### src/rtl/fetch_pc_ctrl_pkg.sv
// Shared CPU constants and types for the instruction-fetch front end.
package fetch_pc_ctrl_pkg;

  localparam logic [31:0] RESET_VECTOR = 32'hbfc00000;
  localparam logic [31:0] EXC_VECTOR   = 32'hbfc00380;
  // Each fetch bundle carries two 32-bit instructions.
  localparam logic [31:0] FETCH_STEP   = 32'd8;

  typedef enum logic [1:0] {
    S_IDLE = 2'd0,
    S_REQ  = 2'd1,
    S_WAIT = 2'd2,
    S_HOLD = 2'd3
  } fetch_state_t;

endpackage

### src/rtl/fetch_pc_ctrl_if.sv
// Instruction-memory request/response bus between fetch and the I-side memory.
interface fetch_pc_ctrl_if;

  logic        ireq_valid;
  logic [31:0] ireq_addr;
  logic        ireq_addr_ok;
  logic        ireq_data_ok;
  logic [63:0] ireq_rdata;

  modport master (
    output ireq_valid, ireq_addr,
    input  ireq_addr_ok, ireq_data_ok, ireq_rdata
  );

  modport slave (
    input  ireq_valid, ireq_addr,
    output ireq_addr_ok, ireq_data_ok, ireq_rdata
  );

endinterface

### src/rtl/fetch_redirect_sel.sv
// Picks the winning redirect source and its target pc: cp0_flush > eret > bp_fail.
module fetch_redirect_sel
  import fetch_pc_ctrl_pkg::*;
(
  input  logic        cp0_flush,
  input  logic        eret,
  input  logic [31:0] epc,
  input  logic        bp_fail,
  input  logic [31:0] bp_target,
  output logic        redirect,
  output logic [31:0] target
);

  always_comb begin
    redirect = 1'b1;
    target   = '0;
    if (cp0_flush)    target = EXC_VECTOR;
    else if (eret)    target = epc;
    else if (bp_fail) target = bp_target;
    else              redirect = 1'b0;
  end

endmodule

### src/rtl/fetch_pc_ctrl.sv
// Fetch pc sequencer: one outstanding I-mem request at a time, registered bundle to decode.
module fetch_pc_ctrl
  import fetch_pc_ctrl_pkg::*;
(
  input  logic                   clk,
  input  logic                   resetn,
  input  logic                   stall,
  input  logic                   cp0_flush,
  input  logic                   eret,
  input  logic [31:0]            epc,
  input  logic                   bp_fail,
  input  logic [31:0]            bp_target,
  fetch_pc_ctrl_if.master        imem,
  output logic                   fetch_valid,
  output logic [31:0]            fetch_pc,
  output logic [63:0]            fetch_data
);

  fetch_state_t state;
  logic [31:0]  pc;
  logic [31:0]  req_pc;
  logic         discard;
  logic         redirect;
  logic [31:0]  target;

  fetch_redirect_sel u_sel (
    .cp0_flush (cp0_flush),
    .eret      (eret),
    .epc       (epc),
    .bp_fail   (bp_fail),
    .bp_target (bp_target),
    .redirect  (redirect),
    .target    (target)
  );

  assign imem.ireq_valid = (state == S_REQ);
  assign imem.ireq_addr  = pc;

  always_ff @(posedge clk or negedge resetn) begin
    if (!resetn) begin
      state       <= S_IDLE;
      pc          <= RESET_VECTOR;
      req_pc      <= '0;
      discard     <= 1'b0;
      fetch_valid <= 1'b0;
      fetch_pc    <= '0;
      fetch_data  <= '0;
    end else begin
      if (redirect) pc <= target;
      case (state)
        S_IDLE: state <= S_REQ;
        S_REQ: begin
          if (imem.ireq_addr_ok) begin
            state <= S_WAIT;
            // An accept alongside a redirect fetches the old path; its data must be dropped.
            discard <= redirect;
            if (!redirect) begin
              req_pc <= pc;
              pc     <= pc + FETCH_STEP;
            end
          end
        end
        S_WAIT: begin
          if (imem.ireq_data_ok) begin
            discard <= 1'b0;
            if (redirect || discard) begin
              state <= S_REQ;
            end else begin
              fetch_valid <= 1'b1;
              fetch_pc    <= req_pc;
              fetch_data  <= imem.ireq_rdata;
              state       <= S_HOLD;
            end
          end else if (redirect) begin
            discard <= 1'b1;
          end
        end
        S_HOLD: begin
          if (redirect || !stall) begin
            fetch_valid <= 1'b0;
            state       <= S_REQ;
          end
        end
        default: state <= S_IDLE;
      endcase
    end
  end

endmodule

### src/flat_wrapper.sv
// flat-port wrapper written by rule: the top's interface ports become plain ports
module fetch_pc_ctrl_flat import fetch_pc_ctrl_pkg::*;
  (clk, resetn, stall, cp0_flush, eret, epc, bp_fail, bp_target, fetch_valid, fetch_pc, fetch_data, imem_ireq_valid, imem_ireq_addr, imem_ireq_addr_ok, imem_ireq_data_ok, imem_ireq_rdata);
  fetch_pc_ctrl_if imem_i ();
  input  logic clk;
  input  logic resetn;
  input  logic stall;
  input  logic cp0_flush;
  input  logic eret;
  input  logic [31:0] epc;
  input  logic bp_fail;
  input  logic [31:0] bp_target;
  output logic fetch_valid;
  output logic [31:0] fetch_pc;
  output logic [63:0] fetch_data;
  output wire logic [$bits(imem_i.ireq_valid)-1:0] imem_ireq_valid;
  output wire logic [$bits(imem_i.ireq_addr)-1:0] imem_ireq_addr;
  input wire logic [$bits(imem_i.ireq_addr_ok)-1:0] imem_ireq_addr_ok;
  input wire logic [$bits(imem_i.ireq_data_ok)-1:0] imem_ireq_data_ok;
  input wire logic [$bits(imem_i.ireq_rdata)-1:0] imem_ireq_rdata;
  assign imem_ireq_valid = imem_i.ireq_valid;
  assign imem_ireq_addr = imem_i.ireq_addr;
  assign imem_i.ireq_addr_ok = imem_ireq_addr_ok;
  assign imem_i.ireq_data_ok = imem_ireq_data_ok;
  assign imem_i.ireq_rdata = imem_ireq_rdata;
  fetch_pc_ctrl u_core (.clk(clk), .resetn(resetn), .stall(stall), .cp0_flush(cp0_flush), .eret(eret), .epc(epc), .bp_fail(bp_fail), .bp_target(bp_target), .imem(imem_i), .fetch_valid(fetch_valid), .fetch_pc(fetch_pc), .fetch_data(fetch_data));
endmodule
### config.mk
export PLATFORM = sky130hd
export DESIGN_NAME = fetch_pc_ctrl_flat
export DESIGN_NICKNAME = d
export VERILOG_FILES = /design/src/rtl/fetch_pc_ctrl_pkg.sv /design/src/rtl/fetch_pc_ctrl_if.sv /design/src/rtl/fetch_redirect_sel.sv /design/src/rtl/fetch_pc_ctrl.sv /design/src/flat_wrapper.sv
export SDC_FILE = /design/constraint.sdc
export NUM_CORES = 1
export LEC_CHECK = 0
export CORE_MARGIN = 2
export CORE_UTILIZATION = 45
export CTS_BUF_LIST = sky130_fd_sc_hd__clkbuf_16
export DETAILED_ROUTE_END_ITERATION = 16
export PLACE_DENSITY = 0.88
export SLEW_MARGIN = 20
export SYNTH_ARGS = -nofsm -noshare
export SYNTH_HDL_FRONTEND = slang
export SYNTH_SLANG_ARGS = --single-unit
### constraint.sdc
create_clock -name clk -period 2.5 [get_ports clk]
set_clock_uncertainty 0.2 [all_clocks]
set_input_delay 0.75 -clock clk [delete_from_list [all_inputs] [get_ports clk]]
set_output_delay 0.75 -clock clk [all_outputs]
set_load 0.01 [all_outputs]
==> flow_summary.yaml, run 1 <==
outcome:
  status: "finished, final reports clean"
clocking:
  clockBufferDepth: 2
  cts_setup_buffers: 0
  cts_sinks: 164
  root_buffer: "clkbuf_16"
  insertion_delay_ps: 420
  clk_pin_slew_ps: 70
  cts_tree: "built"
  htree_num_levels: 4
  cts-hold-fix-buffers: 0
  numCtsBuffers: 17
pwr:
  p_comb_frac: 0.217
  p_per_area_nw_per_um2: 701.0
  p_seq_frac: 0.446
  switching_share: 0.2651
  vdd_drop_max_mv: 0.4904
  power.total_mw: 7.662
  p_sw_mw: 2.031
  intPower_mw: 5.631
  p_leak_nw: 4.907
  clkPwrFrac: 0.337
routing:
  viasPerCell: 5.224
  antenna_left: 0
  wl_mm: 20.06
  num_vias: 5501
  dr.pass1.iters: 5
  wl_per_cell_um: 19.05
  drtIter0Drc: 273
  drc_errors: 0
critical_path:
  slowest_delay_ps: 600
  crit_path_cell_trace: "clkdlybuf4s50_1"
  cp_slowest_cell: "clkdlybuf4s50_1"
  cp_data_arrival_time_ps: 1500
  worst_r2r_path_depth: 8
  crit_family: "buffers and inverters"
  end_kind: "primary output"
  worstPathRequired_ps: 1550
  crit_type: "reg -> out"
  cp.depth: 1
  worstPathMaxFanout: 7
  cp-start-kind: "flip-flop"
  path_buf_inv: 1
yosys:
  synthFlopType: "dfrtp_1"
  syn_inst: 534
  synth_most_common_cell: "dfrtp_1"
  synth_fp_nets: 675
  ys_top_cells_by_area: "dfrtp_1 (53%), mux2_2 (14%), mux2_4 (6.6%)"
  synth.cell_area_um2: 7258
  synth_cell_types: 54
  yosysTopAreaCell: "dfrtp_1"
  yosysWarnings: 0
  synth_common_cells: "dfrtp_1 (155), mux2_2 (88), mux2_4 (32)"
  synth_top_area_frac: 0.5344
  synthArstFlopShare: 1.000
  synth-edff-count: 0
  seq_area_frac_synth: 0.5670
  synth_seq_cells: 164
  avgSynthCellArea_um2: 13.59
job:
  maxCapViolCount: 0
global_route:
  grt_pass1_vias: 5668
  grt_pass1_wl_mm: 30.82
  grt_max_degree: 51
  grt.overflow.total: 0
  gr-usage-all-layers: 0.2376
  antenna_found_initial: 1
floorplanning:
  die_w_um: 131
  design.core.area_um2: 15830
  num_rows: 46
  initial_utilization: 0.4586
  die-height_um: 131
  io-pin-count: 266
  die-area_um2: 17160
final_layout:
  drive_gt1_frac: 0.2584
  syn_to_final_growth_pct: 50.59
  final_cell_area_um2: 10930
  nets: 964
  instances_no_fill: 1053
timing:
  finalSetupViolCount: 0
  max-slew-margin-rel: 0.6889
  fin_setup_tns_ps: 0
  report.final.slew_viol_count: 0
  fin_crit_sh: 0.9782
  fin_crit_ps: 2446
  fmaxAchievable_mhz: 408.9
  worst_hold_slack_ps: 54.65
  final_hold_viol_count: 0
  tightest_slew_ps: 466.6
placed_design:
  dp_hpwl_mm: 14.98
  place.gp.congestion: 0.8405
  dp_cells: 1020
  place_area_um2: 10340
  portBuffers: 265
hold_path:
  min_path_type: "in -> async"
==> final timing paths <==
check                                          from                   endpoint  slack (ps)
setup / recovery           u_core.imem.ireq_addr[3]          imem_ireq_addr[3]          50
hold / removal                               resetn           u_core.req_pc[6]          50
setup reg to reg                    u_core.state[1]  u_core.imem.ireq_addr[30]         280
hold reg to reg               u_core.fetch_data[26]      u_core.fetch_data[26]         290
max in group asynchronous                    resetn   u_core.imem.ireq_addr[6]        1380
min in group clk              u_core.fetch_data[26]      u_core.fetch_data[26]         290
==> cell usage in the layout, fill, tap and decap left out, types with 7 or more instances in the layout <==
cell type / n
a21oi_1: 13
a221oi_1: 9
a22oi_1: 12
buf_4: 28
clkbuf_16: 17
clkdlybuf4s50_1: 253
dfrtp_1: 149
dfstp_2: 9
dlygate4sd2_1: 9
inv_1: 9
mux2_1: 8
mux2_2: 88
mux2_4: 32
mux2i_1: 7
nand2_1: 14
nand3_1: 17
nand4_1: 7
nor2_1: 22
o21ai_0: 12
o22ai_1: 12
xnor2_1: 11
xor2_1: 15
==> stage by stage <==
| step | setup slack [ps] | utilization |
|---|---|---|
| after floorplan | 5.124 | - |
| after global placement | -335.8 | 0.6534 |
| after global routing | -1.710 | 0.6906 |
| after detailed placement | -357.0 | 0.6534 |
| after CTS | 2.137 | 0.6896 |
| final | 54.49 | 0.6906 |
==> cell type report <==
class	instances	area, um^2
inverter	9	33.78
antenna	1	2.502
tap	216	270.3
sequential	164	4123
clock buffer	17	425.4
clock inverter	15	157.7
multi-input combinational	332	2948
timing repair buffer	299	2970
fill	1131	4897
==> per-layer routing <==
layer | wire, um | part of all wire | track usage | vias up
met3 | 1554 | 0.077 | 0.07329 | 32
met5 | 0 | 0 | 0 | -
met4 | 404 | 0.020 | 0.07947 | 0
met1 | 8296 | 0.41 | 0.2958 | 2707
li1 | - | - | - | 2528
met2 | 9804 | 0.49 | 0.3953 | 234
==> cells by family after synthesis <==
| family | synth area share |
|---|---|
| fa+ha+maj | 0.008619 |
| buf+inv | 0.02930 |
| mux | 0.2248 |
| flops | 0.5670 |
| xor+xnor | 0.03137 |
| compound gates | 0.06689 |
| simple gates | 0.07206 |
==> registers in the layout, indices dropped and copies added (netlist names) <==
name and flops:
u_core.fetch_data 64, u_core.fetch_pc 32, u_core.imem.ireq_addr 32, u_core.req_pc 32
u_core.state 2, u_core.discard 1, u_core.fetch_valid 1
==> power groups by stage <==
stage	Sequential, mW	Clock [mW]	Combinational, mW
6_report	3.42	2.58	1.66
5_1_grt	3.47	2.75	1.80
4_1_cts	3.41	2.63	1.68
3_5_place_dp	3.46	0	1.69
3_3_place_gp	3.43	0	1.63
2_1_floorplan	3.48	0	0.676
==> what timing repair did <==
action                     4_1_cts  5_1_grt
resized for setup               11        6
setup endpoints to repair       11        6
pin swaps                        0        0
Note: power is estimated with default switching activity, not from simulation.
==> run 2, diff against run 1 <==
- CORE_UTILIZATION: 45 -> 36
- PLACE_DENSITY: 0.88 -> 0.74
==> flow_summary.yaml, run 2 (synthesized netlist as in run 1, its figures left out) <==
routing:
  routed.top_layer: "met4"
  num_vias: 5472
  drc_errors: 0
  wl_mm: 20.32
  drtIter0Drc: 251
  antenna_left: 0
  wl_met3_mm: 1.683
  dr_wl_met2_mm: 9.606
  wl_met1_mm: 8.743
  wl_per_cell_um: 18.29
  dr.pass1.iters: 4
  viasPerCell: 4.925
pwr:
  p_per_area_nw_per_um2: 693.1
  intPower_mw: 5.634
  clkPwrFrac: 0.336
  switching_share: 0.2637
  p_leak_nw: 4.950
  p_seq_frac: 0.444
  vdd_drop_max_mv: 0.3831
  p_sw_mw: 2.018
  p_comb_frac: 0.219
outcome:
  status: "finished, final reports clean"
clocking:
  htree_num_levels: 4
  cts_sinks: 164
  clockBufferDepth: 2
  cts_setup_buffers: 0
  numCtsBuffers: 17
  cts_tree: "built"
  clk_pin_slew_ps: 70
  root_buffer: "clkbuf_16"
  insertion_delay_ps: 420
final_layout:
  n_antenna_cell: 0
  syn_to_final_growth_pct: 52.11
  drive_gt1_frac: 0.2683
  mostFrequentLayoutCells: "clkdlybuf4s50_1 (253), dfrtp_1 (148), mux2_2 (88), buf_4 (40), mux2_4 (32)"
  top_register: "u_core.fetch_data"
  nFillCells: 1716
  ff_latch_area_um2: 4124
  largest_register_ff_count: 64
  layout_commonest_cell: "clkdlybuf4s50_1"
  final_cell_area_um2: 11040
  instances_no_fill: 1111
  multi_input_area_um2: 2950
  nets: 974
timing:
  tightest_slew_ps: 472.0
  fin_crit_ps: 2437
  fmaxAchievable_mhz: 410.4
  report.final.slew_viol_count: 0
  worst_hold_slack_ps: 55.67
  fin_crit_sh: 0.9746
  final_hold_viol_count: 0
  grt_setup_unrepaired: "no"
  max-slew-margin-rel: 0.6853
  finalSetupViolCount: 0
floorplanning:
  die_w_um: 146.0
  initial_utilization: 0.3693
  die-area_um2: 21310
  io-pin-count: 266
  die-height_um: 146.0
  design.core.area_um2: 19650
  num_rows: 51
global_route:
  gr-usage-all-layers: 0.1925
  grt_pass1_wl_mm: 31.86
  grt.overflow.total: 0
  antenna_found_initial: 0
  grt_pass1_vias: 5528
  grt_max_degree: 57
critical_path:
  worstPathMaxFanout: 5
  crit_path_cell_trace: "clkdlybuf4s50_1"
  cp-start-kind: "flip-flop"
  end_kind: "primary output"
  slowest_delay_ps: 590
  cp_slowest_cell: "clkdlybuf4s50_1"
  worstPathRequired_ps: 1550
  crit_type: "reg -> out"
  path_buf_inv: 1
  crit_family: "buffers and inverters"
  cp_data_arrival_time_ps: 1490
placed_design:
  place_area_um2: 10460
  portBuffers: 265
  dp_cells: 1079
  place.gp.congestion: 0.8192
  dp_hpwl_mm: 15.38
hold_path:
  min_path_type: "in -> async"
job:
  maxCapViolCount: 0
==> run 2: path summary, 6_finish.rpt <==
check	from	endpoint	cells after the start	slack, ps
max in group asynchronous	resetn	u_core.fetch_data[38]	2	1420
max	u_core.imem.ireq_addr[6]	imem_ireq_addr[6]	1	60
min in group clk	u_core.req_pc[14]	u_core.fetch_pc[14]	1	280
min reg2reg	u_core.req_pc[14]	u_core.fetch_pc[14]	1	280
max reg2reg	u_core.imem.ireq_addr[6]	u_core.imem.ireq_addr[31]	4	360
min	resetn	u_core.fetch_data[22]	1	60
==> run 2: layout make-up <==
cell class,count,share of cell area
clock buffers,17,0.03853
clock inverters,15,0.01405
inverters,9,0.003060
multi-input cells,332,0.2672
flip-flops and latches,164,0.3735
well taps,265,0.03003
repair buffers,309,0.2736
==> run 2: power by group through the flow <==
stage / clock, mW / combinational, mW / sequential (mW)
global route: 2.75 / 1.80 / 3.47
CTS: 2.62 / 1.70 / 3.40
floorplan: 0 / 0.676 / 3.48
global placement: 0 / 1.66 / 3.43
detailed placement: 0 / 1.71 / 3.45
finish: 2.57 / 1.68 / 3.40
==> run 2: routing by layer <==
| metal | global-route usage | up-vias |
|---|---|---|
| met4 | 0.05534 | 0 |
| li1 | - | 2553 |
| met3 | 0.05705 | 23 |
| met1 | 0.2532 | 2682 |
| met5 | 0 | - |
| met2 | 0.3099 | 214 |
==> run 2: worst reg2reg max path: cells and delay by family (launching register included) <==
kind	cells	cell delay [ps]
DFF	1	480
and+or+nand+nor	4	1410
==> run 2: metrics by stage <==
step                worst slack (ps)  TNS, ps    util  total power [mW]
global route                   2.671        0  0.5618             8.023
CTS                            4.185        0  0.5610             7.722
global placement              -386.2   -44890  0.5320             5.098
detailed placement            -412.5   -47840  0.5320             5.153
floorplan                      5.124        0       -             4.155
finish                         63.44        0  0.5618             7.652
==> run 2: repair_timing <==
action	CTS	global route
endpoints found under the hold margin	0	0
gates resized for setup	10	8
setup endpoints to repair	10	84
hold buffers	0	0
